## src/rtl/vga_sync_decoder.sv

```systemverilog
// Recovers pixel coordinates and a lock indication from an incoming hsync/vsync pair.
// Define VGA_DEC_ERR_CNT_EN to build the saturating loss-of-lock counter on err_count.
module vga_sync_decoder #(
    parameter int H_VISIBLE       = 640,
    parameter int H_FRONT         = 16,
    parameter int H_SYNC          = 96,
    parameter int H_BACK          = 48,
    parameter int V_VISIBLE       = 480,
    parameter int V_FRONT         = 10,
    parameter int V_SYNC          = 2,
    parameter int V_BACK          = 33,
    parameter int LOCK_FRAMES     = 2,
    parameter int SYNC_ACTIVE_LOW = 1
) (
    input  logic        clk_25MHz,
    input  logic        rst_n,
    input  logic        hsync,
    input  logic        vsync,
    output logic [15:0] x,
    output logic [15:0] y,
    output logic        video_active,
    output logic        frame_start,
    output logic        locked,
    output logic        sync_error,
    output logic [15:0] err_count
);

    localparam int H_TOTAL = H_VISIBLE + H_FRONT + H_SYNC + H_BACK;
    localparam int V_TOTAL = V_VISIBLE + V_FRONT + V_SYNC + V_BACK;
    localparam int HOFF    = H_SYNC + H_BACK;
    localparam int VOFF    = V_SYNC + V_BACK;

    localparam logic        IDLE_LEVEL = (SYNC_ACTIVE_LOW != 0) ? 1'b1 : 1'b0;
    localparam logic [11:0] H_LAST     = 12'(H_TOTAL - 1);
    localparam logic [11:0] H_TIMEOUT  = 12'(2 * H_TOTAL - 1);
    localparam logic [11:0] H_START    = 12'(HOFF);
    localparam logic [11:0] H_END      = 12'(HOFF + H_VISIBLE);
    localparam logic [10:0] V_LAST     = 11'(V_TOTAL - 1);
    localparam logic [10:0] V_TIMEOUT  = 11'(2 * V_TOTAL - 1);
    localparam logic [10:0] V_START    = 11'(VOFF);
    localparam logic [10:0] V_END      = 11'(VOFF + V_VISIBLE);
    localparam logic [7:0]  LOCK_TARGET = 8'(LOCK_FRAMES);

    typedef enum logic [1:0] {
        UNLOCKED,
        ACQUIRE,
        LOCKED
    } state_t;

    state_t      state;
    logic        hs_d;
    logic        vs_d;
    logic [11:0] h_cnt;
    logic [10:0] v_cnt;
    logic        h_seen;
    logic [7:0]  good_cnt;

    logic        hs_edge;
    logic        vs_edge;
    logic        h_fail;
    logic        v_fail;
    logic        timeout;
    logic        check_fail;

    // Edges compare the live pin against the previous sample, so a counter
    // cleared by an edge reads 0 in the very next cycle.
    assign hs_edge = (hsync ^ IDLE_LEVEL) & ~(hs_d ^ IDLE_LEVEL);
    assign vs_edge = (vsync ^ IDLE_LEVEL) & ~(vs_d ^ IDLE_LEVEL);

    assign h_fail     = hs_edge & (h_cnt != H_LAST);
    assign v_fail     = vs_edge & (v_cnt != V_LAST);
    assign timeout    = (h_cnt >= H_TIMEOUT) | (v_cnt >= V_TIMEOUT);
    assign check_fail = h_fail | v_fail | timeout;

    always_ff @(posedge clk_25MHz or negedge rst_n) begin
        if (!rst_n) begin
            hs_d   <= IDLE_LEVEL;
            vs_d   <= IDLE_LEVEL;
            h_cnt  <= '0;
            v_cnt  <= '0;
            h_seen <= 1'b0;
        end else begin
            hs_d <= hsync;
            vs_d <= vsync;
            if (hs_edge) begin
                h_cnt  <= '0;
                h_seen <= 1'b1;
            end else if (h_cnt != '1) begin
                h_cnt <= h_cnt + 12'd1;
            end
            // A vsync edge normally lands on an hsync edge; the frame restart wins.
            if (vs_edge) begin
                v_cnt <= '0;
            end else if (hs_edge && (v_cnt != '1)) begin
                v_cnt <= v_cnt + 11'd1;
            end
        end
    end

    always_ff @(posedge clk_25MHz or negedge rst_n) begin
        if (!rst_n) begin
            state      <= UNLOCKED;
            good_cnt   <= '0;
            locked     <= 1'b0;
            sync_error <= 1'b0;
        end else begin
            sync_error <= 1'b0;
            case (state)
                UNLOCKED: begin
                    if (vs_edge && h_seen) begin
                        state    <= ACQUIRE;
                        good_cnt <= '0;
                    end
                end
                ACQUIRE: begin
                    if (check_fail) begin
                        state <= UNLOCKED;
                    end else if (vs_edge) begin
                        good_cnt <= good_cnt + 8'd1;
                        if ((good_cnt + 8'd1) >= LOCK_TARGET) begin
                            state  <= LOCKED;
                            locked <= 1'b1;
                        end
                    end
                end
                LOCKED: begin
                    if (check_fail) begin
                        state      <= UNLOCKED;
                        locked     <= 1'b0;
                        sync_error <= 1'b1;
                    end
                end
                default: begin
                    state  <= UNLOCKED;
                    locked <= 1'b0;
                end
            endcase
        end
    end

    logic        h_in;
    logic        v_in;
    logic [11:0] x_off;
    logic [10:0] y_off;

    always_comb begin
        h_in         = (h_cnt >= H_START) && (h_cnt < H_END);
        v_in         = (v_cnt >= V_START) && (v_cnt < V_END);
        x_off        = h_cnt - H_START;
        y_off        = v_cnt - V_START;
        video_active = locked & h_in & v_in;
        x            = video_active ? {4'd0, x_off} : 16'd0;
        y            = video_active ? {5'd0, y_off} : 16'd0;
        frame_start  = video_active & (h_cnt == H_START) & (v_cnt == V_START);
    end

`ifdef VGA_DEC_ERR_CNT_EN
    logic lose_lock;
    assign lose_lock = (state == LOCKED) & check_fail;

    // Counts in step with the sync_error register so both change together.
    always_ff @(posedge clk_25MHz or negedge rst_n) begin
        if (!rst_n) begin
            err_count <= '0;
        end else if (lose_lock && (err_count != 16'hFFFF)) begin
            err_count <= err_count + 16'd1;
        end
    end
`else
    assign err_count = '0;
`endif

endmodule

```

## config.mk

```make
export PLATFORM = sky130hd
export DESIGN_NAME = vga_sync_decoder
export DESIGN_NICKNAME = d
export VERILOG_FILES = /design/src/rtl/vga_sync_decoder.sv
export SDC_FILE = /design/constraint.sdc
export NUM_CORES = 1
export LEC_CHECK = 0
export CORE_UTILIZATION = 35
export CTS_BUF_LIST = sky130_fd_sc_hd__clkbuf_2
export DETAILED_ROUTE_END_ITERATION = 16
export GPL_TIMING_DRIVEN = 0
export PLACE_DENSITY = 0.6
export SLEW_MARGIN = 20
export SYNTH_ARGS = -nofsm -noshare
export SYNTH_HDL_FRONTEND = slang
export SYNTH_SLANG_ARGS = --single-unit
```

## constraint.sdc

```tcl
create_clock -name clk_25MHz -period 3.9 [get_ports clk_25MHz]
set_input_delay 0.975 -clock clk_25MHz [delete_from_list [all_inputs] [get_ports clk_25MHz]]
set_output_delay 0.975 -clock clk_25MHz [all_outputs]
set_load 0.1 [all_outputs]
```

==> results.txt, run 1 <==
----------------------------------------------------
[Drt]
  Iteration-0 DRC Markers ... 164
  Residual antenna-violating net count after detailed routing ... 0
  Total via count in the routed design ... around 2700
  Via density per instance ... 5.04
  Routed wire length ... 7380 um
  Detailed Routing Iterations Pass 1 ... 6
  Post-DR wirelength/cell ... 13.8 um
  DRC violations left ... 0

[Worst setup path]
  Critical path peak fanout ... 10
  R2R Path Start ... h_cnt[5]$_DFFE_PN0P_
  Launching instance or port of the critical path ... h_cnt[6]$_DFFE_PN0P_
  Worst setup EP type ... primary output
  Kind of launch point of the worst setup path ... register
  Slowest cell on the critical path ... dfrtp_1
  Crit path cell chain ... clkbuf_1 -> o21ai_0 -> a31oi_1 -> nand3_2 -> clkbuf_8 -> nor2_2 -> buf_4
  Worst path required time ... around 2900 ps
  Data arrival time at the worst-slack endpoint ... ~2700 ps
  Category of the most critical setup path ... register to primary output
  Max incr delay on CP ... 420 ps

[Clock tree]
  TritonCTS sink count ... 38
  Number of buffers added by the clock tree synthesis step ... 5
  Number of post-CTS setup repair buffers ... 0
  Clk slew on worst S/H paths ... roughly 230 ps
  Post-CTS Hold Buffers ... 0
  Maximum buffer depth of the clock tree ... 2
  Worst-Skew Late Latency ... 410 ps
  Clock tree from TritonCTS ... done
  Cell chosen for the clock root ... clkbuf_2
  CTS HTree Levels ... 2

[Yosys]
  Count of unique library cells instantiated by Yosys ... 50
  Number of standard cells after synthesis ... 369
  Synth Warn # ... 0
  Average instance area after synthesis ... approximately 8.1 sq um
  Leading register cell type out of synthesis ... dfrtp_1
  Post-synthesis sequential area ratio ... 32.1%
  #FFs+latches synth ... 38
  Fraction of registers with async set/reset ... 100%
  Number of enable flip-flop cells after synthesis ... 0
  Post-Syn Area ... 2970 sq um

[Placement]
  GPL Wtd Cong ... 0.912
  Post-Place Setup Slack ... -826 ps
  Detailed placer's ending HPWL ... 5360 um
  # port buffers ... 30

[Run]
  Count of maximum capacitance violations ... 0

[Layout]
  Leading cell types in the layout, fill and taps excluded ... buf_4 (47), dfrtp_1 (35), nor2_1 (31), nand2_1 (26), conb_1 (25)
  Area used by sequential logic in the layout ... 955 sq um
  Multi-input gate area ... 1780 sq um
  Layout net count ... 444
  Fill cells ... 854
  Most frequent standard cell in the layout excluding fill and tap cells ... buf_4
  Layout cells sized above 1 ... 23.9%
  Antenna diode count ... 0
  Final Core Density ... 43.4%
  Synth-to-Final Area Change ... 20.0%

[Die]
  Initial core utilization ... 36.2%
  Y dimension of the die ... about 94 um
  Boundary pin count ... 56
  Horizontal die dimension ... 94.1 um
  Row count ... 33
  Core ar. ... 8220 sq um
  Die area ... between 8000 and 9000 sq um

[GRT]
  Gr ovfl total ... 0
  Number of global-route vias before repair ... 2418
  Met2 Track Usage GR ... 27.6%
  Number of antenna violations at the first check in global routing ... 0
  M1 GR Usage ... 23.6%
  Most congested layer reported by global routing ... met2
  Pin count of the biggest net entering global routing ... 22
  Met3 GRT Util ... 2.91%
  Total global routing track utilization ... ~17%
  Global-route wire length before repair ... 12000 um

[Timing]
  Worst Clk Skew ... 34.6 ps
  Tightest slew margin relative to the limit ... 25.8%
  Fmax achieved ... 0.270 GHz
  Minimum clock period after layout ... 3700 ps
  Slew at the pin closest to its max-slew limit ... 1100 ps
  Number of max-slew violations in the final report ... 0
  Final total negative setup slack ... 0 ps
  Count of final setup violators ... 0
  Slack of the critical path ... 196 ps
  Final period util ... 95.0%
  Worst slack on hold paths ... 504 ps
  Count of final hold-check violations ... 0
  Unrepaired setup endpoints after global routing ... no

[Pwr]
  Leakage power ... 1.67 nW
  Peak supply drop ... 0.000148 V
  Total power of the final layout ... 1.15 mW
  Power per cell area ... 324 nW/um^2

[Min path]
  Hold crit path type ... input pin to asynchronous set/reset pin

[Run status]
  Run status ... completed

----------------------------------------------------
==> sequential cells by signal, indices dropped and copies added, names as in the netlist <==
signal,flops
h_cnt,12
v_cnt,11
good_cnt,8
state,2
h_seen,1
hs_d,1
locked,1
sync_error,1
vs_d,1
==> metrics by stage <==
stage	instances	cell area (sq um)
after global routing	536	3560
after detailed placement	529	3560
after CTS	537	3550
after floorplan	393	3110
final	536	3560
after global placement	528	3540
==> cell type report <==
class	instances	area share (%)
inverters	15	1.58
repair buffers	31	7.16
plain buffers	51	9.76
well taps	105	3.69
clock inverters	2	0.246
multi-input cells	288	49.9
flip-flops and latches	38	26.8
clock buffers	6	0.842
==> worst paths after layout <==
| path | end | slack, ps | cells after the start |
|---|---|---|---|
| max | x[6] | 200 | 7 |
| min | good_cnt[6]$_DFFE_PN0P_ | 500 | 1 |
| max reg2reg | h_cnt[7]$_DFFE_PN0P_ | 1390 | 6 |
| min reg2reg | h_seen$_DFFE_PN0P_ | 510 | 1 |
| max in group asynchronous | vs_d$_DFF_PN1_ | 2790 | 2 |
| min in group clk_25MHz | h_seen$_DFFE_PN0P_ | 510 | 1 |
==> cell usage after synthesis (3+ instances only) <==
cell type  count  area share, %
ha_1          10            4.2
nand2_1       26            3.3
a41oi_1        3           0.88
mux2i_1        3            1.0
nor3_1        20            3.4
dfrtp_1       36             30
nand2b_1       4           0.84
nor2b_1        5            1.1
nand4_1       13            2.7
nor4_1         9            1.9
clkbuf_1      14            1.8
nor2_1        50            6.3
buf_4         26            6.6
and3_1         9            1.9
xnor2_1       20            5.9
a21oi_1       11            1.9
a31oi_1       10            2.1
nand3_1       14            2.4
inv_1         15            1.9
o21ai_0        8            1.3
xor2_1         9            2.7
or4_1          4            1.0
nor3b_1        3           0.76
o31ai_1        4            1.0
buf_2          7            1.2
buf_6          4            1.5
==> timing repair <==
item / CTS / global route
resized for setup: 156 / 4
hold endpoints to repair: 0 / 0
setup endpoints to repair: 25 / 25
pin swaps: 0 / 1
==> critical path: cells and delay by family, from the launching register on <==
kind | cells | cell delay [ps]
simple gates | 2 | 360
buf+inv | 3 | 960
flops | 1 | 420
compound gates | 2 | 580
==> logic make-up after synthesis <==
group	synth area share (%)
and+or+nand+nor	29.0
xor gates and xnor gates	8.55
adders and majority gates	4.21
muxes	1.01
DFF	32.1
buffers and inverters	13.1
AOI/OAI and AO/OA	12.0
other	0.126
==> power breakdown <==
group | total (mW) | internal, mW | switching (mW) | leakage [nW]
registers | 0.505 | 0.442 | 0.0632 | 0.504
logic | 0.461 | 0.140 | 0.321 | 1.14
clock network | 0.188 | 0.0441 | 0.143 | 0.0304
total | 1.15 | 0.626 | 0.527 | 1.67
==> metal layers <==
| layer | vias to the layer above | wire length (um) |
|---|---|---|
| met5 | - | 0 |
| met4 | 0 | 82 |
| met3 | 8 | 384 |
| met2 | 77 | 3420 |
| met1 | 1259 | 3480 |
| li1 | 1359 | - |
No activity file was read; power rests on OpenSTA's default activity.
==> run 2, diff against run 1 <==
--- a/config.mk
+++ b/config.mk
@@ -5,7 +5,7 @@
 export SDC_FILE = /design/constraint.sdc
 export NUM_CORES = 1
 export LEC_CHECK = 0
-export CORE_UTILIZATION = 35
+export CORE_UTILIZATION = 30
 export CTS_BUF_LIST = sky130_fd_sc_hd__clkbuf_2
 export DETAILED_ROUTE_END_ITERATION = 16
 export GPL_TIMING_DRIVEN = 0
==> run 2 against run 1 <==
Core utilization fell by 5.1 points; sequential share of layout area decreased by 0.24 points; flip-flop and latch count unchanged; critical path type unchanged; largest cell class unchanged.
==> results.txt, run 2 (synthesis gave the netlist of run 1 again) <==
----------------------------------------------------
[Pwr]
  Internal power contribution ... 0.629 mW (+0.48%)
  Power per cell area ... 318 nW/um^2 (-1.8%)
  Leakage power ... 1.67 nW (+0.13%)
  Switch Pwr ... 0.515 mW (-2.2%)
  Portion of total power attributed to combinational logic ... 40.5% (+0.6 points)
  Switching share of total power ... 45.0% (-0.68 points)
  Sequential fraction of design power ... 43.9% (about the same)
  Peak supply drop ... 0.000115 V (-22%)
  Clock power frac ... 15.7% (-0.6 points)
  Total power of the final layout ... 1.14 mW (-0.76%)

[GRT]
  Pin count of the biggest net entering global routing ... 24 (+9.1%)
  Total global routing track utilization ... 14.7% (-2.6 points)
  Gr ovfl total ... 0 (unchanged)
  Number of antenna violations at the first check in global routing ... 0 (unchanged)
  Number of global-route vias before repair ... 2497 (+3.3%)
  Global-route wire length before repair ... 11900 um (-0.63%)

[Layout]
  Antenna diode count ... 0 (unchanged)
  Post-route cell area ... 3600 sq um (+1.1%)
  Most frequent standard cell in the layout excluding fill and tap cells ... buf_4
  Layout net count ... 446 (+0.45%)
  Largest register FFs ... 12 (unchanged)
  Synth-to-Final Area Change ... 21.2%
  Largest register by flop count ... h_cnt
  Layout Cells excl Fill ... 562 (+4.9%)
  Biggest regs ... h_cnt (12), v_cnt (11), good_cnt (8)
  Layout cells sized above 1 ... 24.5% (+0.58 points)
  Leading cell types in the layout, fill and taps excluded ... buf_4 (41), dfrtp_1 (34), nor2_1 (31), nand2_1 (26), conb_1 (25)

[Worst setup path]
  Crit path cell chain ... ha_1 -> or4_4 -> a21oi_1 -> o21ai_0 -> nand3_2 -> clkbuf_8 -> inv_1 -> clkbuf_4
  Category of the most critical setup path ... register to primary output
  Kind of launch point of the worst setup path ... register
  Critical path peak fanout ... 10 (unchanged)
  Worst path required time ... 2920 ps (about the same)
  Launching instance or port of the critical path ... v_cnt[1]$_DFFE_PN0P_
  R2R Path Start ... v_cnt[0]$_DFFE_PN0P_
  Data arrival time at the worst-slack endpoint ... 2720 ps (about the same)
  Delay-heaviest family, CP ... simple AND/OR/NAND/NOR gates
  Slowest cell on the critical path ... dfrtp_2
  Max incr delay on CP ... 490 ps (+70 ps)
  Worst setup EP type ... primary output
  Worst path bufs/invs ... 3 (unchanged)

[Timing]
  Fmax achieved ... 0.271 GHz (+0.23%)
  Final period util ... 94.8% (-0.21 points)
  Final total negative setup slack ... 0 ps (unchanged)
  Slew at the pin closest to its max-slew limit ... 975 ps (-123 ps)
  Tightest slew margin relative to the limit ... 34.2% (+8.3 points)
  Slack of the critical path ... 204 ps (+8.35 ps)
  Minimum clock period after layout ... 3700 ps (-8.35 ps)
  Number of max-slew violations in the final report ... 0 (unchanged)
  Count of final hold-check violations ... 0 (unchanged)
  Worst Clk Skew ... 38.0 ps (+3.41 ps)
  Unrepaired setup endpoints after global routing ... no
  Count of final setup violators ... 0 (unchanged)

[Die]
  Initial core utilization ... 31.6% (-4.6 points)
  Die area ... 10300 sq um (+16%)
  Boundary pin count ... 56 (unchanged)
  Horizontal die dimension ... 102 um (+7.8%)
  Row count ... 35 (+6.1%)
  Y dimension of the die ... 102 um (+7.8%)
  Core ar. ... 9420 sq um (+15%)

[Drt]
  Via density per instance ... 4.84 (-4.0%)
  Total via count in the routed design ... 2722 (+0.70%)
  Residual antenna-violating net count after detailed routing ... 0 (unchanged)
  Routed wire length ... 7300 um (-1.0%)
  Post-DR wirelength/cell ... 13.0 um (-5.6%)
  DRC violations left ... 0 (unchanged)
  Detailed Routing Iterations Pass 1 ... 4 (-2)
  Iteration-0 DRC Markers ... 71 (-57%)

[Run status]
  Run status ... completed

[Min path]
  Hold crit path type ... input pin to asynchronous set/reset pin

[Clock tree]
  TritonCTS sink count ... 38 (unchanged)
  Post-CTS Hold Buffers ... 0 (unchanged)
  Cell chosen for the clock root ... clkbuf_2
  CTS HTree Levels ... 2 (unchanged)
  Number of buffers added by the clock tree synthesis step ... 5 (unchanged)
  Worst-Skew Late Latency ... 410 ps (about the same)
  Maximum buffer depth of the clock tree ... 2 (unchanged)
  Clock tree from TritonCTS ... done
  Clk slew on worst S/H paths ... 220 ps (about the same)

[Placement]
  GPL Wtd Cong ... 0.839 (-7.9%)
  Instance area after placement ... 3590 sq um (+0.63%)
  Detailed placer's ending HPWL ... 5460 um (+1.7%)
  Placed Instances ... 553 (+4.5%)
  Post-Place Setup Slack ... -704 ps (+122 ps)
  # port buffers ... 30 (unchanged)

[Run]
  Count of maximum capacitance violations ... 0 (unchanged)

----------------------------------------------------
run 2: area by class of cell:
cell class,instances,area (sq um)
Fill cell,974,5810
Multi-Input combinational cell,288,1780
Sequential cell,38,956
Buffer,51,348
Timing Repair Buffer,33,260
Tap cell,129,161
Inverter,15,56.3
Clock buffer,6,30.0
Clock inverter,2,8.76
run 2: power by group through the flow:
stage               Clock [mW]  Combinational (mW)  Sequential (mW)
finish                   0.179               0.463            0.502
global route             0.204               0.505            0.513
CTS                      0.186               0.455            0.505
detailed placement           0               0.456            0.511
global placement             0               0.449            0.511
floorplan                    0               0.338            0.536
run 2: final timing paths:
| kind | end | cells past startpoint | slack (ps) |
|---|---|---|---|
| worst max-delay path | video_active | 8 | 200 |
| worst min-delay path | v_cnt[8]$_DFFE_PN0P_ | 1 | 450 |
| worst max register to register | good_cnt[5]$_DFFE_PN0P_ | 9 | 1370 |
| worst min register to register | h_seen$_DFFE_PN0P_ | 1 | 510 |
| max in group asynchronous | hs_d$_DFF_PN1_ | 2 | 2870 |
| min in group clk_25MHz | h_seen$_DFFE_PN0P_ | 1 | 510 |
run 2: per-layer routing:
layer | global-route usage (%) | wire length [um]
met4 | 5.57 | 92
met5 | 0 | 0
met2 | 24.4 | 3560
met3 | 2.28 | 289
met1 | 19.2 | 3360
run 2: stage by stage:
| step | util [%] | hold WS, ps |
|---|---|---|
| 2_1_floorplan | - | 436 |
| 3_3_place_gp | 37.9 | 457 |
| 3_5_place_dp | 38.1 | 464 |
| 4_1_cts | 37.8 | 462 |
| 5_1_grt | 38.3 | 452 |
| 6_report | 38.3 | 448 |
run 2: repair_timing:
item	CTS	global route
endpoints found under the setup margin	25	25
endpoints found under the hold margin	0	0
pin swaps	0	1
buffers inserted	0	2
resized for setup	145	16
cloned	0	0
==> run 3, diff against run 2 <==
--- a/config.mk
+++ b/config.mk
@@ -9,7 +9,7 @@
 export CTS_BUF_LIST = sky130_fd_sc_hd__clkbuf_2
 export DETAILED_ROUTE_END_ITERATION = 16
 export GPL_TIMING_DRIVEN = 0
-export PLACE_DENSITY = 0.6
+export PLACE_DENSITY = 0.62
 export SLEW_MARGIN = 20
 export SYNTH_ARGS = -nofsm -noshare
 export SYNTH_HDL_FRONTEND = slang
==> constraint.sdc (replaced) <==
create_clock -name clk_25MHz -period 3.2 [get_ports clk_25MHz]
set_input_delay 0.8 -clock clk_25MHz [delete_from_list [all_inputs] [get_ports clk_25MHz]]
set_output_delay 0.8 -clock clk_25MHz [all_outputs]
set_load 0.1 [all_outputs]
==> run 3 against run 2 <==
The flow now finishes with violations (negative setup slack); final area up 21%; global-route usage up 0.87 points; worst hold slack got worse by 160 ps; via count rose by 4.8%; clock skew fell by 22 ps; first-iteration DRC count grew 92%; clock power up 26%; wire length increased by 9.6%; register-to-register slack got worse by 930 ps; critical endpoint is now x[4]; cell count increased by 3.6%; clock-buffer cell count is 1 lower; core utilization increased by 7.9 points.
==> results.txt, run 3 (synthesis gave the netlist of run 1 again) <==
----------------------------------------------------
[Worst setup path]
  R2R Path Start ... h_cnt[4]$_DFFE_PN0P_
  Category of the most critical setup path ... register to primary output
  Capturing point of the worst reg2reg path ... good_cnt[7]$_DFFE_PN0P_
  Data arrival time at the worst-slack endpoint ... 2430 ps (-290 ps)
  Worst path required time ... 2400 ps (-520 ps)
  Crit path cell chain ... inv_2 -> ha_4 -> nor3b_4 -> nand4_1 -> a31oi_2 -> nand3_2 -> buf_6 -> clkbuf_16 -> nor2_4 -> buf_12
  Worst reg2reg setup slack ... 440 ps (-930 ps)
  Critical path peak fanout ... 6 (-4)
  Kind of launch point of the worst setup path ... register
  Endpoint of the most critical setup path ... x[4]
  Launching instance or port of the critical path ... h_cnt[5]$_DFFE_PN0P_
  Slowest cell on the critical path ... dfrtp_2
  Worst Reg2Reg Path Length in Cells ... 9 (unchanged)
  Max incr delay on CP ... 470 ps (-20 ps)
  Worst setup EP type ... primary output

[Layout]
  Layout cells sized above 1 ... 33.4% (+8.9 points)
  Synth-to-Final Area Change ... 46.1%
  Post-route cell area ... 4340 sq um (+21%)
  Biggest regs ... h_cnt (12), v_cnt (11), good_cnt (8)
  Layout Cells excl Fill ... 582 (+3.6%)
  Final Core Density ... 46.1% (+7.9 points)
  Most frequent standard cell in the layout excluding fill and tap cells ... buf_4
  Multi-input gate area ... 2000 sq um (+12%)
  Largest register FFs ... 12 (unchanged)
  Largest register by flop count ... h_cnt
  Fill cells ... 914 (-6.2%)
  Area used by sequential logic in the layout ... 962 sq um (+0.65%)
  Leading cell types in the layout, fill and taps excluded ... buf_4 (47), nor2_1 (30), dfrtp_1 (29), nand2_1 (25), conb_1 (25)
  Layout net count ... 465 (+4.3%)

[GRT]
  Number of global-route vias before repair ... 2704 (+8.3%)
  Total global routing track utilization ... 15.6% (+0.87 points)
  Number of antenna violations at the first check in global routing ... 1 (+1)
  Global-route wire length before repair ... 12600 um (+5.5%)
  Pin count of the biggest net entering global routing ... 23 (-4.2%)
  Gr ovfl total ... 0 (unchanged)

[Pwr]
  Power per cell area ... 343 nW/um^2 (+7.9%)
  Peak supply drop ... 0.000167 V (+44%)
  Leakage power ... 1.89 nW (+13%)

[Die]
  Initial core utilization ... 31.6% (unchanged)
  Core ar. ... 9420 sq um (unchanged)
  Die area ... 10300 sq um (unchanged)
  Boundary pin count ... 56 (unchanged)
  Row count ... 35 (unchanged)
  Y dimension of the die ... 102 um (unchanged)
  Horizontal die dimension ... 102 um (unchanged)

[Clock tree]
  TritonCTS sink count ... 38 (unchanged)
  Worst-Skew Late Latency ... 430 ps (+20 ps)
  CTS HTree Levels ... 2 (unchanged)
  Post-CTS Hold Buffers ... 0 (unchanged)
  Clk slew on worst S/H paths ... 220 ps (about the same)
  Number of buffers added by the clock tree synthesis step ... 5 (unchanged)
  Cell chosen for the clock root ... clkbuf_2
  Maximum buffer depth of the clock tree ... 2 (unchanged)
  Clock tree from TritonCTS ... done

[Timing]
  Final period util ... 101%
  Slack of the critical path ... -27.3 ps (-232 ps)
  Count of final setup violators ... 18 (+18)
  Count of final hold-check violations ... 0 (unchanged)
  Slew at the pin closest to its max-slew limit ... 964 ps (-10.8 ps)
  Tightest slew margin relative to the limit ... 35.5% (+1.4 points)
  Worst Clk Skew ... 16.3 ps (-21.8 ps)
  Fmax achieved ... just over 0.3 GHz
  Minimum clock period after layout ... 3230 ps
  Unrepaired setup endpoints after global routing ... yes
  Number of max-slew violations in the final report ... 0 (unchanged)

[Min path]
  Hold crit path type ... input pin to asynchronous set/reset pin

[Run status]
  Violations in the final reports ... negative setup slack
  Run status ... finished with violations

[Drt]
  Detailed Routing Iterations Pass 1 ... 4 (unchanged)
  Routed wire length ... 8000 um (+9.6%)
  Post-DR wirelength/cell ... 13.7 um (+5.9%)
  Via density per instance ... 4.90 (+1.2%)
  DRC violations left ... 0 (unchanged)
  Iteration-0 DRC Markers ... 136 (+92%)
  Residual antenna-violating net count after detailed routing ... 0 (unchanged)
  Total via count in the routed design ... 2852 (+4.8%)

[Placement]
  Instance area after placement ... 3770 sq um (+5.1%)
  Post-Place Setup Slack ... -1090 ps (-386 ps)
  Detailed placer's ending HPWL ... 5440 um (-0.34%)
  # port buffers ... 30 (unchanged)
  Placed Instances ... 553 (unchanged)
  GPL Wtd Cong ... 0.876 (+4.3%)

[Run]
  Count of maximum capacitance violations ... 0 (unchanged)

----------------------------------------------------
[run 3: worst max-delay path: cells and delay by family (launching register included)]
kind	cells	cell delay [ps]
adder cells (fa/ha/maj)	1	130
AO/OA/AOI/OAI	1	200
buffers and inverters	4	600
AND/OR/NAND/NOR	4	600
flip-flops	1	470
[run 3: how the worst min path moves through the flow]
stage | start | end | slack [ps] | cells after the start
finish | rst_n | sync_error$_DFF_PN0_ | 290 | 1
global route | rst_n | good_cnt[4]$_DFFE_PN0P_ | 280 | 1
CTS | rst_n | sync_error$_DFF_PN0_ | 300 | 1
detailed placement | h_seen$_DFFE_PN0P_ | h_seen$_DFFE_PN0P_ | 460 | 1
global placement | h_seen$_DFFE_PN0P_ | h_seen$_DFFE_PN0P_ | 460 | 1
floorplan | h_seen$_DFFE_PN0P_ | h_seen$_DFFE_PN0P_ | 440 | 1
[run 3: layer usage]
layer / global-route usage [%] / vias up / wire [um]
met2: 26.5 / 68 / 4100
met4: 6.13 / 0 / 119
met5: 0 / - / 0
met1: 19.5 / 1363 / 3500
met3: 2.69 / 12 / 288
li1: - / 1409 / -
[run 3: where the power goes]
| part | switching [mW] | leakage, nW | internal, mW |
|---|---|---|---|
| sequential | 0.0706 | 0.495 | 0.541 |
| clock | 0.176 | 0.0264 | 0.0497 |
| combinational | 0.437 | 1.37 | 0.214 |
[run 3: per-stage QoR]
stage          setup TNS [ps]  power [mW]  hold WS (ps)
2_1_floorplan           -69.6        1.08           436
3_3_place_gp           -24120        1.19           456
3_5_place_dp           -24470        1.20           457
4_1_cts                     0        1.48           302
5_1_grt                 -4320        1.59           279
6_report                 -192        1.49           287
[run 3: area by class of cell]
| class | instances | share of cell area [%] |
|---|---|---|
| Tap cell | 129 | 3.72 |
| Clock inverter | 3 | 0.375 |
| Antenna cell | 1 | 0.0576 |
| Inverter | 15 | 1.38 |
| Multi-Input combinational cell | 288 | 46.0 |
| Clock buffer | 5 | 0.576 |
| Sequential cell | 38 | 22.2 |
| Buffer | 48 | 8.21 |
| Timing Repair Buffer | 55 | 17.5 |
[run 3: what timing repair did]
item                       CTS  global route
setup endpoints to repair   25            25
pin swaps                    5             4
gates cloned                 2             0
setup buffers               21             1
resized for setup          231            22
